## config.mk

```make
export PLATFORM = sky130hd
export DESIGN_NAME = tow_game_ctrl
export DESIGN_NICKNAME = d
export VERILOG_FILES = /design/src/rtl/tow_pkg.sv /design/src/rtl/tow_release_timer.sv /design/src/rtl/tow_game_ctrl.sv
export SDC_FILE = /design/constraint.sdc
export NUM_CORES = 1
export LEC_CHECK = 0
export ABC_AREA = 1
export CAP_MARGIN = 40
export CORE_ASPECT_RATIO = 0.75
export CORE_MARGIN = 5
export CORE_UTILIZATION = 52
export CTS_BUF_LIST = sky130_fd_sc_hd__clkbuf_16
export DETAILED_ROUTE_END_ITERATION = 8
export PLACE_DENSITY = 0.93
export SLEW_MARGIN = 10
export SYNTH_ARGS = -nofsm -noshare
export SYNTH_HDL_FRONTEND = slang
export SYNTH_HIERARCHICAL = 1
export SYNTH_SLANG_ARGS = --single-unit
```

## constraint.sdc

```tcl
create_clock -name clk -period 2.1 [get_ports clk]
set_input_delay 0.315 -clock clk [delete_from_list [all_inputs] [get_ports clk]]
set_output_delay 0.315 -clock clk [all_outputs]
set_load 0.01 [all_outputs]
```

## src/rtl/tow_pkg.sv

```systemverilog
// rtl/tow_pkg.sv - shared types, defaults and helpers for the tug-of-war round sequencer
//
// Contents:
//   tow_state_t     round sequencer states (ARM, WAIT, RELEASE, DONE)
//   TOW_*           default parameter values
//   centre_onehot() one-hot vector with only the centre position set

package tow_pkg;

    typedef enum logic [1:0] {
        ARM     = 2'd0,
        WAIT    = 2'd1,
        RELEASE = 2'd2,
        DONE    = 2'd3
    } tow_state_t;

    localparam int TOW_NUM_POS     = 7;
    localparam int TOW_HOLD_CYCLES = 4;
    localparam int TOW_CNT_W       = 8;

    // Returned 32 bits wide; callers slice down to their own NUM_POS.
    function automatic logic [31:0] centre_onehot(input int num_pos);
        logic [31:0] v;
        v = 32'd1 << ((num_pos - 1) / 2);
        return v;
    endfunction

endpackage

```

## src/rtl/tow_release_timer.sv

```systemverilog
// rtl/tow_release_timer.sv - consecutive-idle counter gating the start of the next round
//
// Ports:
//   clk       system clock
//   rst       synchronous active-high reset
//   enable    count only while the sequencer is in RELEASE
//   idle_in   both raw buttons low this cycle
//   done_out  high on the cycle whose edge completes HOLD_CYCLES idle cycles

import tow_pkg::*;

module tow_release_timer #(
    parameter int HOLD_CYCLES = TOW_HOLD_CYCLES
) (
    input  logic clk,
    input  logic rst,
    input  logic enable,
    input  logic idle_in,
    output logic done_out
);

    localparam int CW = (HOLD_CYCLES < 2) ? 1 : $clog2(HOLD_CYCLES + 1);
    localparam logic [CW-1:0] LAST = CW'(HOLD_CYCLES - 1);

    logic [CW-1:0] cnt;

    // done_out is asserted while the final idle cycle is being sampled, so
    // the sequencer leaves RELEASE on exactly the HOLD_CYCLES-th idle edge.
    assign done_out = enable && idle_in && (cnt == LAST);

    always_ff @(posedge clk) begin
        if (rst) begin
            cnt <= '0;
        end else if (!enable || !idle_in || done_out) begin
            cnt <= '0;
        end else begin
            cnt <= cnt + 1'b1;
        end
    end

endmodule

```

## src/rtl/tow_game_ctrl.sv

```systemverilog
// rtl/tow_game_ctrl.sv - tug-of-war round sequencer: moves the rope marker and declares a winner
//
// Ports:
//   clk, rst             system clock, synchronous active-high reset
//   push, tie, right     results from the push-button latch
//   pbl, pbr             raw button levels for release detection
//   clear                registered latch clear (low only in WAIT)
//   pos                  one-hot marker, bit NUM_POS-1 is the right end
//   win_left, win_right  sticky winner flags
//   moves                saturating count of decisive moves

import tow_pkg::*;

module tow_game_ctrl #(
    parameter int NUM_POS     = TOW_NUM_POS,
    parameter int HOLD_CYCLES = TOW_HOLD_CYCLES,
    parameter int CNT_W       = TOW_CNT_W
) (
    input  logic               clk,
    input  logic               rst,
    input  logic               push,
    input  logic               tie,
    input  logic               right,
    input  logic               pbl,
    input  logic               pbr,
    output logic               clear,
    output logic [NUM_POS-1:0] pos,
    output logic               win_left,
    output logic               win_right,
    output logic [CNT_W-1:0]   moves
);

    localparam logic [31:0]        CENTRE_FULL = centre_onehot(NUM_POS);
    localparam logic [NUM_POS-1:0] CENTRE      = CENTRE_FULL[NUM_POS-1:0];

    tow_state_t         state_q, state_d;
    logic [NUM_POS-1:0] pos_q, pos_d, pos_new;
    logic               clear_q, clear_d;
    logic               win_l_q, win_l_d, win_r_q, win_r_d;
    logic [CNT_W-1:0]   moves_q, moves_d;
    logic               release_done;
    logic               move_now;

    tow_release_timer #(
        .HOLD_CYCLES(HOLD_CYCLES)
    ) u_release_timer (
        .clk     (clk),
        .rst     (rst),
        .enable  (state_q == RELEASE),
        .idle_in (!(pbl || pbr)),
        .done_out(release_done)
    );

    // A decisive move: only honoured in WAIT, and a tie overrides push.
    assign move_now = (state_q == WAIT) && !tie && push;

    // The marker never sits at an end outside DONE, so shifts cannot drop the bit.
    assign pos_new = right ? {pos_q[NUM_POS-2:0], 1'b0}
                           : {1'b0, pos_q[NUM_POS-1:1]};

    always_ff @(posedge clk) begin
        if (rst) begin
            state_q <= ARM;
            pos_q   <= CENTRE;
            clear_q <= 1'b1;
            win_l_q <= 1'b0;
            win_r_q <= 1'b0;
            moves_q <= '0;
        end else begin
            state_q <= state_d;
            pos_q   <= pos_d;
            clear_q <= clear_d;
            win_l_q <= win_l_d;
            win_r_q <= win_r_d;
            moves_q <= moves_d;
        end
    end

    always_comb begin
        state_d = state_q;
        case (state_q)
            ARM: begin
                if (!(pbl || pbr)) state_d = WAIT;
            end
            WAIT: begin
                if (tie) begin
                    state_d = RELEASE;
                end else if (push) begin
                    if (pos_new[NUM_POS-1] || pos_new[0]) state_d = DONE;
                    else                                  state_d = RELEASE;
                end
            end
            RELEASE: begin
                if (release_done) state_d = WAIT;
            end
            DONE: state_d = DONE;
            default: state_d = ARM;
        endcase
    end

    always_comb begin
        pos_d   = pos_q;
        win_l_d = win_l_q;
        win_r_d = win_r_q;
        moves_d = moves_q;
        clear_d = (state_d != WAIT);
        if (move_now) begin
            pos_d = pos_new;
            if (moves_q != {CNT_W{1'b1}}) moves_d = moves_q + 1'b1;
            if (pos_new[NUM_POS-1]) win_r_d = 1'b1;
            if (pos_new[0])         win_l_d = 1'b1;
        end
    end

    assign clear     = clear_q;
    assign pos       = pos_q;
    assign win_left  = win_l_q;
    assign win_right = win_r_q;
    assign moves     = moves_q;

endmodule
```

==> results of run 1 <==
cell usage after synthesis:
master / instances
inv_8: 1
o31ai_1: 1
nand2_2: 6
a21oi_1: 8
o211ai_1: 2
nand2_8: 1
o21ai_0: 12
a31oi_1: 1
nand2_1: 31
clkinv_4: 1
dfxtp_1: 23
nand3_4: 1
xor2_1: 3
inv_1: 19
a21oi_2: 5
nand3_1: 11
buf_2: 1
buf_1: 1
ha_1: 3
nor2_2: 2
nor2_1: 19
flip-flops by register name (all words and copies together) (netlist names):
name and cells:
clear 1, moves 8, pos 7, state_q 2, u_release_timer/cnt 3, win_left 1
win_right 1
final cells by class:
class                           count  share of cell area
Clock buffer                        3              0.0508
Clock inverter                      1             0.00339
Inverter                           21              0.0619
Multi-Input combinational cell    106               0.384
Sequential cell                    23               0.312
Tap cell                           24              0.0203
Timing Repair Buffer               25               0.168
power by group:
group          internal (mW)  switching (mW)
clock                  0.256           0.145
combinational         0.0282          0.0366
sequential             0.443         0.00654
routing by layer:
metal / track usage / vias to the layer above / wire length [µm]
li1: - / 546 / -
met2: 0.274 / 40 / 1260
met1: 0.188 / 472 / 1110
met3: 0.0558 / 12 / 159
met5: 0 / - / 0
met4: 0.100 / 0 / 99
worst max-delay path by stage:
stage | startpoint | to | slack [ns] | depth (start not counted)
floorplan | moves[0] | moves[0] | 0.79 | 8
global placement | tie | moves[1] | 0.55 | 7
detailed placement | tie | moves[1] | 0.48 | 7
CTS | moves[2] | moves[2] | 0.48 | 1
global route | moves[2] | moves[2] | 0.45 | 1
finish | moves[2] | moves[2] | 0.50 | 1
per-stage QoR:
step / total power [mW] / setup WS [ns] / hold slack (ns) / util
after floorplan: 0.491 / 0.786 / 0.377 / -
after global placement: 0.518 / 0.546 / 0.407 / 0.687
after detailed placement: 0.522 / 0.475 / 0.421 / 0.687
after CTS: 0.929 / 0.477 / 0.429 / 0.727
after global routing: 0.958 / 0.445 / 0.448 / 0.727
final: 0.915 / 0.498 / 0.422 / 0.727
cells by family after synthesis:
family	share of synthesized area
xor gates and xnor gates	0.0233
AOI/OAI and AO/OA	0.153
adders and majority gates	0.0333
buffers and inverters	0.0888
and+or+nand+nor	0.293
DFF	0.408
==> results.sh, run 1 <==
export IMPL_status="complete, no violations"
export IMPL_ys_seq_area_frac=0.408
export IMPL_firstDrtPassIters=4
export IMPL_synthCells=152
export IMPL_path_buf_inv=1
export IMPL_yosysWarningCount=6
export IMPL_mostFrequentLayoutCells="31 x nand2_1, 24 x clkdlybuf4s50_1, 23 x dfxtp_1"
export IMPL_cts_root_buf="clkbuf_16"
export IMPL_cts_sinks=23
export IMPL_setup_viol=0
export IMPL_rsz0062_at_grt="false"
export IMPL_r2r_end="moves[0]"
export IMPL_grt_overflow=0
export IMPL_r2r_cells=8
export IMPL_post_route_period_util=0.763
export IMPL_grt_pass1_vias=971
export IMPL_cts_tree="built"
export IMPL_worst_ep_arrival_time_ns=1.29
export IMPL_stdcell_area_um2=1480
export IMPL_wl_per_cell_um=12.9
export IMPL_dp_hpwl_mm=2.00
export IMPL_vias=1070
export IMPL_track_usage=0.167
export IMPL_min_to="u_release_timer/cnt[0]"
export IMPL_cp_max_fo=7
export IMPL_ctsHtreeMaxLevel=1
export IMPL_place_area_um2=1400
export IMPL_core_area_um2=2030
export IMPL_netlist_cell_type_count=21
export IMPL_power_density_nw_per_um2=620
export IMPL_clk_latency_ns=0.25
export IMPL_pin_count=25
export IMPL_drv_cap=0
export IMPL_dp_cells=199
export IMPL_crit_family="buffers and inverters"
export IMPL_p_leak_nw=0.548
export IMPL_cp_end_kind="output port"
export IMPL_via_per_inst=5.27
export IMPL_timing_slew_headroom=0.766
export IMPL_area_growth_pct=31.0
export IMPL_initial_core_util=0.555
export IMPL_rows=14
export IMPL_seq_area_um2=460
export IMPL_crit_required_ns=1.78
export IMPL_cts_max_path_buffers=2
export IMPL_r2r_start="moves[0]"
export IMPL_synthesis_nets=162
export IMPL_final_nets=190
export IMPL_place_port_buffers=24
export IMPL_critPathKind="flop to output port"
export IMPL_hold_violations=0
export IMPL_fin_crit_ns=1.60
export IMPL_syn_avg_cell_area_um2=7.42
export IMPL_final_common_cell="nand2_1"
export IMPL_hp_class="flop to flop"
export IMPL_synthTopCellsByArea="dfxtp_1 41%, nand2_1 10%, inv_1 6.3%"
export IMPL_die_x_um=63.8
export IMPL_fmax_ghz=0.624
export IMPL_drive_above_1_share=0.123
export IMPL_cpPeakStageDelay_ns=0.59
export IMPL_final_cells=203
export IMPL_r2r_slack_ns=0.63
export IMPL_fillers=153
export IMPL_crit_slowest_cell="clkdlybuf4s50_1"
export IMPL_cts_hold_buf=0
export IMPL_antenna_found_initial=0
export IMPL_yosysTopAreaCell="dfxtp_1"
export IMPL_die_h_um=50.3
export IMPL_synth_area_um2=1130
export IMPL_drc_errors=0
export IMPL_postRouteAntennaNets=0
export IMPL_slew_viol_final=0
export IMPL_drtIter0Drc=67
export IMPL_cts_buffers_inserted=3
export IMPL_ys_ff_latch=23
export IMPL_irDropWorstVdd_mv=0.603
export IMPL_n_antenna_cell=0
export IMPL_tns_ns=0
export IMPL_post_cts_buffers=0
export IMPL_dieArea_um2=3210
export IMPL_min_path_cells=1
export IMPL_wirelength_mm=2.62
export IMPL_gp_congestion=0.940
export IMPL_finClkSkew_ns=0.00355
export IMPL_multi_input_area_um2=567
export IMPL_start_kind="flop"
export IMPL_grt_max_degree=14
export IMPL_grt_pass1_wl_mm=4.25
export IMPL_cts_repair_resized=0
export IMPL_crit_chain="clkdlybuf4s50_1"
export IMPL_clkTransAtPathRegs_ns=0.06
export IMPL_min_from="u_release_timer/cnt[0]"
export IMPL_tightest_slew_ns=0.350
export IMPL_synth_top_area_share=0.408
(Power assumes the default switching activity.)
==> run 2: changes to the inputs <==
Settings changed: CORE_UTILIZATION 52 to 44, PLACE_DENSITY 0.93 to 0.85.
Clock period 2.1 ns to 1.46 ns, I/O delays scaled along.
==> results.sh, run 2 (same netlist as run 1, synthesis figures left out) <==
export IMPL_drv_cap=0
export IMPL_start_kind="flop"
export IMPL_firstDrtPassIters=4
export IMPL_p_seq_frac=0.485
export IMPL_cts_root_buf="clkbuf_16"
export IMPL_grt_pass1_wl_mm=4.40
export IMPL_hold_violations=0
export IMPL_timing_slew_headroom=0.776
export IMPL_dp_hpwl_mm=2.06
export IMPL_comb_power_share=0.072
export IMPL_wirelength_mm=2.66
export IMPL_crit_slowest_cell="clkdlybuf4s50_1"
export IMPL_post_place_ws_ns=-0.0272
export IMPL_core_area_um2=2360
export IMPL_power_frac_clock=0.443
export IMPL_r2r_cells=7
export IMPL_crit_family="buffers and inverters"
export IMPL_setup_viol=0
export IMPL_p_total_mw=1.33
export IMPL_pin_count=25
export IMPL_status="complete, no violations"
export IMPL_rows=15
export IMPL_mostFrequentLayoutCells="31 x nand2_1, 22 x clkdlybuf4s50_1, 19 x nor2_1, 19 x inv_1, 18 x dfxtp_1"
export IMPL_gp_congestion=0.910
export IMPL_cpPeakStageDelay_ns=0.57
export IMPL_cp_max_fo=4
export IMPL_vias=1089
export IMPL_area_growth_pct=36.4
export IMPL_final_common_cell="nand2_1"
export IMPL_finClkSkew_ns=0.00217
export IMPL_post_cts_buffers=0
export IMPL_cp_end_kind="output port"
export IMPL_r2r_end="moves[2]"
export IMPL_clk_latency_ns=0.26
export IMPL_ctsHtreeMaxLevel=1
export IMPL_irDropWorstVdd_mv=0.569
export IMPL_slew_viol_final=0
export IMPL_critPathKind="flop to output port"
export IMPL_track_usage=0.158
export IMPL_wl_per_cell_um=12.2
export IMPL_worst_slack_ns=0.0290
export IMPL_tightest_slew_ns=0.333
export IMPL_power_density_nw_per_um2=867
export IMPL_clkTransAtPathRegs_ns=0.06
export IMPL_dp_cells=214
export IMPL_die_x_um=68.4
export IMPL_cts_sinks=23
export IMPL_fmax_ghz=0.699
export IMPL_grt_pass1_vias=1059
export IMPL_via_per_inst=5.00
export IMPL_drc_errors=0
export IMPL_r2r_slack_ns=0.14
export IMPL_n_antenna_cell=0
export IMPL_initial_core_util=0.477
export IMPL_dieArea_um2=3680
export IMPL_drtIter0Drc=98
export IMPL_min_from="u_release_timer/cnt[0]"
export IMPL_hp_class="flop to flop"
export IMPL_cts_buffers_inserted=3
export IMPL_drive_above_1_share=0.174
export IMPL_r2r_start="moves[1]"
export IMPL_fin_crit_ns=1.43
export IMPL_p_int_mw=1.05
export IMPL_min_to="u_release_timer/cnt[0]"
export IMPL_crit_chain="clkdlybuf4s50_1"
export IMPL_grt_overflow=0
export IMPL_die_h_um=53.8
export IMPL_place_port_buffers=24
export IMPL_min_path_cells=1
export IMPL_final_nets=195
export IMPL_antenna_found_initial=0
export IMPL_p_switching_mw=0.283
export IMPL_path_buf_inv=1
export IMPL_tns_ns=0
export IMPL_cts_max_path_buffers=2
export IMPL_post_route_period_util=0.980
export IMPL_p_leak_nw=0.613
export IMPL_whs_ns=0.433
export IMPL_cts_tree="built"
export IMPL_largest_register_ff_count=8
export IMPL_swShare=0.212
export IMPL_crit_required_ns=1.24
export IMPL_rsz0062_at_grt="false"
export IMPL_final_cells=218
export IMPL_postRouteAntennaNets=0
export IMPL_worst_ep_arrival_time_ns=1.21
export IMPL_grt_max_degree=14
run 2: changes by cell type in the layout (fill, tap and decap cells not counted), sizes merged:
cell / before / now
dlymetal6s2s: 0 / 2
buf: 1 / 6
clkdlybuf4s50: 24 / 22
run 2: worst reg2reg max path: stages, from the launching register on:
cell and delay [ns]:
dfxtp_2 0.38, ha_1 0.19, nand2_1 0.07, nor2_2 0.14, nand2_2 0.11, nand2_8 0.12, nand2_1 0.08, a21oi_2 0.15
run 2: per-stage QoR:
stage / utilization / cell area [µm²]
after floorplan: - / 1130
after global placement: 0.612 / 1450
after detailed placement: 0.612 / 1450
after CTS: 0.647 / 1530
after global routing: 0.650 / 1540
final: 0.650 / 1540
run 2: worst max-delay path by stage:
stage | startpoint | end | slack [ns] | cells past startpoint
after detailed placement | tie | moves[1] | -0.03 | 7
after global routing | moves[2] | moves[2] | 0.002 | 1
after CTS | moves[4] | moves[4] | 0.004 | 1
final | moves[2] | moves[2] | 0.03 | 1
after global placement | tie | moves[0] | 0.06 | 7
after floorplan | moves[0] | moves[0] | 0.15 | 8
run 2: cell type report:
type,instances,area [µm²]
fillers,210,827
multi-input cells,106,567
flip-flops and latches,23,467
repair buffers,30,290
inverters,21,91.3
clock buffers,3,75.1
well taps,34,42.5
clock inverters,1,5.00
run 2: what timing repair did:
action	4_1_cts	5_1_grt
endpoints found under the setup margin	3	4
hold buffers	0	0
resized for setup	3	4
run 2: power by group through the flow:
stage / clock network (mW) / logic [mW] / registers (mW)
2_1_floorplan: 0 / 0.0450 / 0.661
3_3_place_gp: 0 / 0.0917 / 0.659
3_5_place_dp: 0 / 0.0953 / 0.660
4_1_cts: 0.594 / 0.0963 / 0.646
5_1_grt: 0.626 / 0.106 / 0.647
6_report: 0.590 / 0.0958 / 0.646
run 2: routing by layer:
| metal | up-vias | GRT usage | wire (µm) |
|---|---|---|---|
| met1 | 496 | 0.185 | 1200 |
| met4 | 0 | 0.0297 | 23 |
| met5 | - | 0 | 0 |
| met3 | 6 | 0.0522 | 151 |
| met2 | 34 | 0.284 | 1280 |
| li1 | 553 | - | - |
